===== config.mk =====
export PLATFORM = sky130hd
export DESIGN_NAME = multdiv_issue_ctrl
export DESIGN_NICKNAME = d
export VERILOG_FILES = /design/src/rtl/multdiv_issue_ctrl.sv
export SDC_FILE = /design/constraint.sdc
export NUM_CORES = 1
export LEC_CHECK = 0
export ABC_CLOCK_PERIOD_IN_PS = 4300
export CAP_MARGIN = 25
export CORE_MARGIN = 1
export CORE_UTILIZATION = 46
export CTS_CLUSTER_SIZE = 10
export DETAILED_ROUTE_END_ITERATION = 8
export GPL_ROUTABILITY_DRIVEN = 0
export PLACE_DENSITY_LB_ADDON = 0.15
export SYNTH_ARGS = -nofsm -noshare
export SYNTH_HDL_FRONTEND = slang
export SYNTH_SLANG_ARGS = --single-unit

===== constraint.sdc =====
create_clock -name clock -period 4.3 [get_ports clock]
set_clock_uncertainty 0.2 [all_clocks]
set_input_delay 0.86 -clock clock [delete_from_list [all_inputs] [get_ports clock]]
set_output_delay 0.86 -clock clock [all_outputs]
set_load 0.02 [all_outputs]

===== src/rtl/multdiv_issue_ctrl.sv =====
// Issue controller in front of the multiply/divide unit: latches one MULT/DIV
// request, holds the unit's ctrl line while it runs, and returns a one-cycle writeback.
module multdiv_issue_ctrl #(
  parameter int unsigned TIMEOUT     = 64,
  parameter int unsigned EXC_RD      = 30,
  parameter int unsigned EXC_MULT    = 1,
  parameter int unsigned EXC_DIV     = 2,
  parameter int unsigned EXC_TIMEOUT = 3
) (
  input  logic        clock,
  input  logic        ctrl_reset_n,
  input  logic        flush,
  input  logic        req_valid,
  input  logic        req_op,
  input  logic [31:0] req_operandA,
  input  logic [15:0] req_operandB,
  input  logic [4:0]  req_rd,
  output logic        req_ready,
  output logic        stall,
  output logic [31:0] md_operandA,
  output logic [15:0] md_operandB,
  output logic        md_ctrl_MULT,
  output logic        md_ctrl_DIV,
  input  logic [31:0] md_result,
  input  logic        md_exception,
  input  logic        md_inputRDY,
  input  logic        md_resultRDY,
  output logic        wb_valid,
  output logic [4:0]  wb_rd,
  output logic [31:0] wb_data,
  output logic        wb_exception
);

  localparam int unsigned   CW        = $clog2(TIMEOUT + 1);
  localparam logic [CW-1:0] TMO_LIMIT = CW'(TIMEOUT);

  typedef enum logic [1:0] {
    S_IDLE,
    S_ISSUE,
    S_BUSY,
    S_WB
  } state_t;

  state_t          r_state;
  state_t          w_next;
  logic            r_op;
  logic [31:0]     r_a;
  logic [15:0]     r_b;
  logic [4:0]      r_rd;
  logic [31:0]     r_result;
  logic            r_exc;
  logic            r_tmo;
  logic            r_busy_first;
  logic [CW-1:0]   r_tmo_cnt;

  logic            w_active;
  logic            w_req_ready;
  logic            w_accept;
  logic            w_capture;
  logic            w_timeout;
  logic            w_wb_valid;
  logic [CW-1:0]   w_cnt_inc;

  always_comb begin
    w_active    = (r_state == S_ISSUE) || (r_state == S_BUSY);
    w_req_ready = (r_state == S_IDLE) && ctrl_reset_n && !flush;
    w_accept    = req_valid && w_req_ready;
    w_cnt_inc   = r_tmo_cnt + CW'(1);
    // The first BUSY cycle ignores resultRDY: it may still be the previous op's ready.
    w_capture   = (r_state == S_BUSY) && !r_busy_first && md_resultRDY;
    w_timeout   = w_active && (w_cnt_inc == TMO_LIMIT);
  end

  always_comb begin
    w_next = r_state;
    case (r_state)
      S_IDLE: begin
        if (w_accept) w_next = S_ISSUE;
      end
      S_ISSUE: begin
        if (flush)            w_next = S_IDLE;
        else if (w_timeout)   w_next = S_WB;
        else if (md_inputRDY) w_next = S_BUSY;
      end
      S_BUSY: begin
        if (flush)                       w_next = S_IDLE;
        else if (w_capture || w_timeout) w_next = S_WB;
      end
      S_WB: begin
        w_next = S_IDLE;
      end
      default: w_next = S_IDLE;
    endcase
  end

  always_ff @(posedge clock) begin
    if (!ctrl_reset_n) begin
      r_state      <= S_IDLE;
      r_op         <= 1'b0;
      r_a          <= '0;
      r_b          <= '0;
      r_rd         <= '0;
      r_result     <= '0;
      r_exc        <= 1'b0;
      r_tmo        <= 1'b0;
      r_busy_first <= 1'b0;
      r_tmo_cnt    <= '0;
    end else begin
      r_state      <= w_next;
      r_busy_first <= (r_state == S_ISSUE) && (w_next == S_BUSY);
      if (w_accept) begin
        r_op      <= req_op;
        r_a       <= req_operandA;
        r_b       <= req_operandB;
        r_rd      <= req_rd;
        r_exc     <= 1'b0;
        r_tmo     <= 1'b0;
        r_tmo_cnt <= '0;
      end else if (w_active && !flush) begin
        r_tmo_cnt <= w_cnt_inc;
        // A result arriving on the timeout edge wins over the watchdog.
        if (w_capture) begin
          r_result <= md_result;
          r_exc    <= md_exception;
        end else if (w_timeout) begin
          r_tmo <= 1'b1;
        end
      end
    end
  end

  always_comb begin
    w_wb_valid   = ctrl_reset_n && (r_state == S_WB) && !flush;
    req_ready    = w_req_ready;
    stall        = ctrl_reset_n && (w_accept || w_active);
    md_operandA  = ctrl_reset_n ? r_a : '0;
    md_operandB  = ctrl_reset_n ? r_b : '0;
    md_ctrl_MULT = ctrl_reset_n && w_active && !r_op;
    md_ctrl_DIV  = ctrl_reset_n && w_active && r_op;
    wb_valid     = w_wb_valid;
    wb_rd        = '0;
    wb_data      = '0;
    wb_exception = 1'b0;
    if (w_wb_valid) begin
      if (r_tmo) begin
        wb_rd        = 5'(EXC_RD);
        wb_data      = 32'(EXC_TIMEOUT);
        wb_exception = 1'b1;
      end else if (r_exc) begin
        wb_rd        = 5'(EXC_RD);
        wb_data      = r_op ? 32'(EXC_DIV) : 32'(EXC_MULT);
        wb_exception = 1'b1;
      end else begin
        wb_rd        = r_rd;
        wb_data      = r_result;
      end
    end
  end

endmodule


Yosys cells after proc, flatten, opt, wreduce, memory -nomap -nowiden --
Cells that the tools add are included.
Cells by class: reduce and logical (&&, ||, !) cells 25, equal/unequal tests 5, mux-type cells 19, add/sub/neg operators 1, bitwise operators 3
Operators by type and width (number):
- 32-bit two-way mux | 4
- 16-bit two-way mux | 1
- 5-bit two-way mux | 3
- 1-bit logical AND | 14
- 2-bit two-way mux | 7
- 2-bit one-hot mux with 4 select lines | 1
- 7-bit by 1-bit adder with 7-bit output (second input constant) | 1
- 7-bit == test (second input constant) | 1
- 2-bit == test (second input constant) | 3
- 3-bit AND reduction | 2
- 1-bit logical NOT | 3
- 1-bit logical OR | 3
- 1-bit two-way mux | 3
- 1-bit inverter | 3
- 2-bit by 1-bit == test with 1-bit output (second input constant) | 1
- 2-bit logical NOT | 1
- 2-bit AND reduction | 1
- 2-bit OR reduction | 1
Storage, ports and cells: register bits 98, input bits 93, logic and storage cells 63

Longest topological paths before layout --
Gate-level depths: netlist (run 1).
depth after elaboration 9, mapped depth 8, depth with buffers taken out 6

Worst setup path before layout (run 1) --
OpenSTA, ideal clock, no wires.
path kind input-to-output, from input port flush, to output port stall, path buffers 2, arrival time 1.815 ns, path slack 1.425 ns, stages 4, path through and4b_4 buf_2 buf_2 nand2b_1
On the way: word-level cells in the longest chain between the ends 5
Ends and longest elaborated chain:
- from (decl) | RTL line 12 | input logic flush,
- 1-bit logical NOT | RTL line 66 | w_req_ready = (r_state == S_IDLE) && ctrl_reset_n && !flush;
- 1-bit logical AND | RTL line 66
- 1-bit logical AND | RTL line 67 | w_accept = req_valid && w_req_ready;
- 1-bit logical OR | RTL line 135 | stall = ctrl_reset_n && (w_accept || w_active);
- 1-bit logical AND | RTL line 135
- to (decl) | RTL line 19 | output logic stall,
No other way between the ends.

Worst setup path after layout (run 1) --
from input port flush, to output port wb_rd[1]
On the way: word-level cells in the longest chain between the ends 3
Ends and longest elaborated chain:
- 1-bit logical NOT | RTL line 133 | w_wb_valid = ctrl_reset_n && (r_state == S_WB) && !flush;
- 1-bit logical AND | RTL line 133
- 5-bit two-way mux | RTL line 144 | if (w_wb_valid) begin
- to (decl) | RTL line 29 | output logic [4:0] wb_rd,
No other way between the ends.

==> results of run 1 <==
[sequential cells by signal (all words and copies together) (netlist names)]
signal        cells
r_exc             1
r_busy_first      1
r_b              16
r_result         32
r_tmo_cnt         7
r_rd              5
r_state           2
r_tmo             1
r_op              1
r_a              32
[stage by stage]
stage          instances  setup WS (ns)
2_1_floorplan        463           1.43
3_3_place_gp         734          0.364
3_5_place_dp         734          0.359
4_1_cts              750          0.353
5_1_grt              750          0.173
6_report             750          0.350
[placed cells by master, fill, tap and decap left out, drive strengths merged, types with 2 or more instances in the layout]
cell type / netlist / routed
or3: 2 / 2
buf: 15 / 7
a22o: 6 / 6
a211o: 2 / 2
clkbuf: 14 / 11
a21o: 4 / 4
clkdlybuf4s50: 0 / 182
a211oi: 3 / 3
inv: 7 / 7
nor2b: 4 / 4
and3: 33 / 33
xnor2: 4 / 4
nand2b: 4 / 4
nand2: 76 / 76
nand4: 3 / 3
nand3b: 3 / 3
nor3: 6 / 6
and2: 50 / 50
clkinvlp: 0 / 3
ha: 7 / 7
clkinv: 0 / 2
nor2: 16 / 16
a21oi: 6 / 6
a21boi: 32 / 32
o21ai: 6 / 6
mux2: 48 / 48
nor4: 4 / 4
dfxtp: 98 / 98
[kinds of logic (layout without fill, tap and decap cells)]
kind of cell	Yosys count	after routing
AND/OR/NAND/NOR	205	205
flip-flops	98	98
AO/OA/AOI/OAI	64	64
multiplexers	48	48
buffers and inverters	36	212
adder cells (fa/ha/maj)	7	7
XOR/XNOR	5	5
[tightest hold or removal path, delay by kind of cell, from the launching register on]
kind | cells | cell delay [ns]
AND/OR/NAND/NOR | 1 | 0.05
AO/OA/AOI/OAI | 1 | 0.05
flip-flops | 1 | 0.32
[cell usage after synthesis (2+ instances only)]
| cell type | n | share of area, % |
|---|---|---|
| dfxtp_1 | 98 | 45 |
| nand2_1 | 76 | 6.5 |
| and2_1 | 50 | 7.2 |
| mux2_2 | 48 | 12 |
| and3_1 | 33 | 4.7 |
| a21boi_1 | 30 | 5.2 |
| nor2_1 | 16 | 1.4 |
| clkbuf_1 | 14 | 1.2 |
| buf_2 | 8 | 0.92 |
| ha_1 | 7 | 2.0 |
| inv_1 | 7 | 0.60 |
| a21oi_1 | 6 | 0.69 |
| a22o_1 | 6 | 1.2 |
| o21ai_0 | 6 | 0.69 |
| nor3_1 | 5 | 0.57 |
| a21o_1 | 4 | 0.69 |
| buf_4 | 4 | 0.69 |
| nand2b_1 | 4 | 0.57 |
| nor2b_1 | 4 | 0.57 |
| nor4_1 | 4 | 0.57 |
| xnor2_1 | 4 | 0.80 |
| a211oi_1 | 3 | 0.52 |
| buf_6 | 3 | 0.77 |
| nand3b_1 | 3 | 0.52 |
| a211o_1 | 2 | 0.40 |
| a21boi_0 | 2 | 0.34 |
| nand4_1 | 2 | 0.29 |
| or3_1 | 2 | 0.29 |
[final cells by class]
| type | instances | area, µm² |
|---|---|---|
| Timing Repair Buffer | 189 | 1880 |
| Fill cell | 744 | 2780 |
| Sequential cell | 98 | 1960 |
| Clock inverter | 5 | 40.0 |
| Inverter | 7 | 26.3 |
| Tap cell | 111 | 139 |
| Clock buffer | 11 | 141 |
| Multi-Input combinational cell | 329 | 2220 |
[per-layer routing]
metal | vias to the layer above | share of wire [%] | global-route usage, %
li1 | 1912 | - | -
met1 | 1748 | 42 | 27.2
met2 | 154 | 46 | 37.2
met3 | 17 | 9.8 | 9.21
met4 | 0 | 1.7 | 8.82
met5 | - | 0 | 0
[power by group through the flow]
stage	combinational (mW)	sequential, mW	clock [mW]
2_1_floorplan	0.101	0.963	0
3_3_place_gp	0.229	0.965	0
3_5_place_dp	0.233	0.966	0
4_1_cts	0.236	0.945	0.567
5_1_grt	0.250	0.948	0.610
6_report	0.234	0.945	0.554
[final timing paths]
path                                                start                         to  cells past startpoint
worst max register to register      r_state[1]$_SDFF_PN0_  r_result[28]$_SDFFE_PN0P_                      8
worst min-delay path            r_result[25]$_SDFFE_PN0P_  r_result[25]$_SDFFE_PN0P_                      2
worst min register to register  r_result[25]$_SDFFE_PN0P_  r_result[25]$_SDFFE_PN0P_                      2
worst max-delay path                                flush                   wb_rd[1]                      6
==> impl_metrics.ini, run 1 <==
[cts]
numClockSinks = 98
cts.clk_slew.worst_paths_ns = 0.09
cts_made_buffers = 9
clockRootBuffer = clkbuf_8
ctsHoldBuffers = 0
clk-insertion-delay-late_ns = 0.35
cts_setup_buffers = 0
cts_buffer_depth = 2
htree_levels = 3
cts_tree = yes
cts-resized-gates = 0

[global_route]
grt_start_max_net_pins = 89
grt_pass1_wl_mm = 18.1
track_usage_pct = 22.9
grt_overflow_total = 0
grt_pass1_vias = 3837
antenna_found_initial = 0

[power_and_ir_drop]
seq_power_share_pct = 54.5
p_int_mw = 1.31
pwr-share-clk_pct = 32.0
switching_share_pct = 24.3
power.total_mw = 1.73
p_comb_share_pct = 13.5
leakage_nw = 2.57
power_density_nw_per_um2 = 270
max-vdd-ir-drop_mv = 0.212
p_sw_mw = 0.421

[worst_setup_path]
arrival_ns = 2.89
cp.required_ns = 3.24
cpPeakStageDelay_ns = 0.62
slowest_stage = clkdlybuf4s50_1
cp_num_buf_inv = 2
path_common_cell = clkdlybuf4s50_1
crit_type = input pin to primary output
end_kind = primary output
crit_family = buffers and inverters
r2r_setup_slack_ns = 1.72
crit_chain = clkdlybuf4s50_1 -> nor2b_1 -> nand2_1 -> nor2_1 -> a21o_1 -> clkdlybuf4s50_1
critPathLaunchType = input pin
crit_path_max_fanout = 9

[placed_design]
hpwl_mm = 8.08
io_buffer_count = 183
dpl_cell_area_um2 = 6230

[yosys]
synth.avg_cell_area_um2 = 9.42
synthAdderAreaFrac_pct = 2.01
synthArstFlopShare_pct = 0
muxShareOfSynthArea_pct = 12.4
synthCells = 463
synthXorXnorAreaFrac_pct = 1.00
ys_seq_area_share_pct = 45.0
synthSimpleGateAreaFrac_pct = 24.5
ys_warn_count = 0
synth_seq_cells = 98
synth_top_family_by_area = simple AND/OR/NAND/NOR gates
synth-compound-area-share_pct = 10.9
synthFlopType = dfxtp_1
synth_edf_count = 0
synth_area_um2 = 4360
synth_cell_types = 40
syn_nets = 563

[floorplan]
die-area_um2 = 9870
io_pins = 184
fp.dieH_um = 99.3
rows = 35
coreArea_um2 = 9200
start_util_pct = 47.4
die-width_um = 99.3

[timing]
max_slew_margin_pct = 52.6
holdWs_ns = 0.253
worst_slew_pin_slew_ns = 0.711
fin_crit_sh_pct = 91.9
finalSetupViolCount = 0
maxSlewViolCount = 0
hold_viol = 0
rsz0062_at_grt = no
fmaxAchievable_mhz = 253
final.setup.tns_ns = 0
layout_min_cycle_time_ns = 3.95

[route]
drtAntennaViolNets = 0
drt-initial-drc-count = 106
routed_wirelength_mm = 11.2
via_count = 3831
firstDrtPassIters = 4
route.detailed.drc = 0
viasPerCell = 5.11
wl_per_cell_um = 15.0

[flow_run]
maxCapViolations = 0

[layout]
area_growth_pct = 47.1
diodes = 0
drive_above_1_share_pct = 11.7
fin_area_um2 = 6410
post-route-util_pct = 69.7
nets = 734

[status]
status = finished clean

[worst_hold_path]
hp-class = flip-flop to flip-flop
Note: power is estimated with default switching activity, not from simulation.
==> run 2, diff against run 1 <==
- ABC_CLOCK_PERIOD_IN_PS: 4300 -> 3350
- CELL_PAD_IN_SITES_DETAIL_PLACEMENT: unset -> 0
- CELL_PAD_IN_SITES_GLOBAL_PLACEMENT: unset -> 1
- CORE_UTILIZATION: 46 -> 28
- clock period: 4.3 -> 3.35 ns (I/O delays scaled with it)
==> run 2 against run 1 <==
Routed wire length increased by 11%; die area increased by 63%; worst hold slack got worse by 0.0047 ns; critical path depth decreased by 1; first-iteration DRC count increased by 91%; combinational power increased by 29%; sequential cell count unchanged; non-clock buffer count increased by 3; final cell count increased by 11%; critical path type unchanged; largest power group unchanged; highest routed layer unchanged.
==> impl_metrics.ini, run 2 (synthesis gave the netlist of run 1 again) <==
[status]
status = finished clean

[global_route]
track_usage_pct = 15.8
antenna_found_initial = 0
grt_start_max_net_pins = 89
grt_pass1_vias = 3801
grt_overflow_total = 0
grt_pass1_wl_mm = 19.7

[placed_design]
dp.cells = 814
pre_cts_slack_ns = -0.0999
io_buffer_count = 183
hpwl_mm = 8.63
dpl_cell_area_um2 = 6390

[cts]
clk-insertion-delay-late_ns = 0.34
cts_setup_buffers = 0
ctsHoldBuffers = 0
cts-resized-gates = 7
cts.clk_slew.worst_paths_ns = 0.07
htree_levels = 3
cts_buffer_depth = 2
numClockSinks = 98
cts_tree = yes
cts_made_buffers = 9
clockRootBuffer = clkbuf_16

[power_and_ir_drop]
power_density_nw_per_um2 = 372
max-vdd-ir-drop_mv = 0.258
leakage_nw = 3.22

[worst_setup_path]
r2r_start = r_state[0]$_SDFF_PN0_
cp.required_ns = 2.48
cpPeakStageDelay_ns = 0.60
end_kind = primary output
r2r_cells = 8
crit_type = input pin to primary output
r2r_setup_slack_ns = 0.87
crit_chain = clkdlybuf4s50_1 -> buf_4 -> and4b_4 -> nand2b_1 -> clkdlybuf4s50_1
path_common_cell = clkdlybuf4s50_1
slowest_stage = clkdlybuf4s50_1
crit_path_max_fanout = 7
arrival_ns = 2.35
critPathLaunchType = input pin
rr_endpoint = r_result[22]$_SDFFE_PN0P_

[timing]
hold_viol = 0
fin_crit_sh_pct = 96.1
maxSlewViolCount = 0
finalSetupViolCount = 0
rsz0062_at_grt = no
layout_min_cycle_time_ns = 3.22
worst_slew_pin_slew_ns = 0.745
max_slew_margin_pct = 50.3
worst_slack_ns = 0.131
fmaxAchievable_mhz = 311
final.setup.tns_ns = 0

[layout]
fillers = 1477
post-route-util_pct = 44.3
reg_top3 = r_a x32, r_result x32, r_b x16
nets = 737
drive_above_1_share_pct = 12.3
diodes = 0
area_growth_pct = 54.5
finalNonFillerCells = 830
fin_area_um2 = 6740
layout_commonest_cell = clkdlybuf4s50_1
final_cell_mix = clkdlybuf4s50_1 (146), dfxtp_1 (98), nand2_1 (76)

[route]
route.detailed.drc = 0
via_count = 3784
drt-initial-drc-count = 202
wl_per_cell_um = 15.0
viasPerCell = 4.56
routed_wirelength_mm = 12.5
drtAntennaViolNets = 0
firstDrtPassIters = 4

[worst_hold_path]
hp-class = flip-flop to flip-flop
min_to = r_result[4]$_SDFFE_PN0P_
hold_depth = 2
worstHoldStart = r_result[4]$_SDFFE_PN0P_

[floorplan]
fp.dieH_um = 127
die-width_um = 127
coreArea_um2 = 15200
io_pins = 184
die-area_um2 = 16100
rows = 45
start_util_pct = 28.7

[flow_run]
maxCapViolations = 0
[run 2: layout make-up]
class / instances / area, µm² / area share [%]
repair buffers: 192 / 2010 / 29.8
multi-input cells: 329 / 2220 / 33.0
clock buffers: 11 / 243 / 3.60
clock inverters: 5 / 37.5 / 0.557
flip-flops and latches: 98 / 1960 / 29.1
well taps: 188 / 235 / 3.49
inverters: 7 / 26.3 / 0.390
[run 2: worst max-delay path by stage]
| stage | slack [ns] | from | end | cells after the start |
|---|---|---|---|---|
| global placement | -0.09 | flush | wb_rd[4] | 8 |
| detailed placement | -0.1 | flush | wb_rd[2] | 8 |
| CTS | 0.003 | flush | wb_data[18] | 7 |
| finish | 0.13 | flush | stall | 5 |
| floorplan | 0.86 | flush | stall | 4 |
| global route | 0.03 | flush | wb_data[1] | 6 |
[run 2: through the flow]
step	total power [mW]	hold slack, ns
4_1_cts	2.56	0.252
3_5_place_dp	1.54	0.242
6_report	2.51	0.249
3_3_place_gp	1.54	0.237
2_1_floorplan	1.37	0.230
5_1_grt	2.63	0.269
[run 2: routing by layer]
| layer | global-route usage [%] | part of all wire [%] | vias up |
|---|---|---|---|
| met1 | 18.3 | 44 | 1712 |
| met3 | 7.68 | 9.7 | 15 |
| li1 | - | - | 1925 |
| met4 | 4.62 | 1.3 | 0 |
| met2 | 25.7 | 45 | 132 |
| met5 | 0 | 0 | - |
[run 2: power breakdown]
part           switching (mW)  total, mW  leakage [nW]  internal, mW
clock network           0.463      0.991         0.133         0.529
registers             0.00971       1.21         0.796          1.20
logic                   0.113      0.302          2.29         0.189
[run 2: critical path, delay by kind of cell]
kind,cells,cell delay (ns)
buffers and inverters,3,1.25
and+or+nand+nor,2,0.43
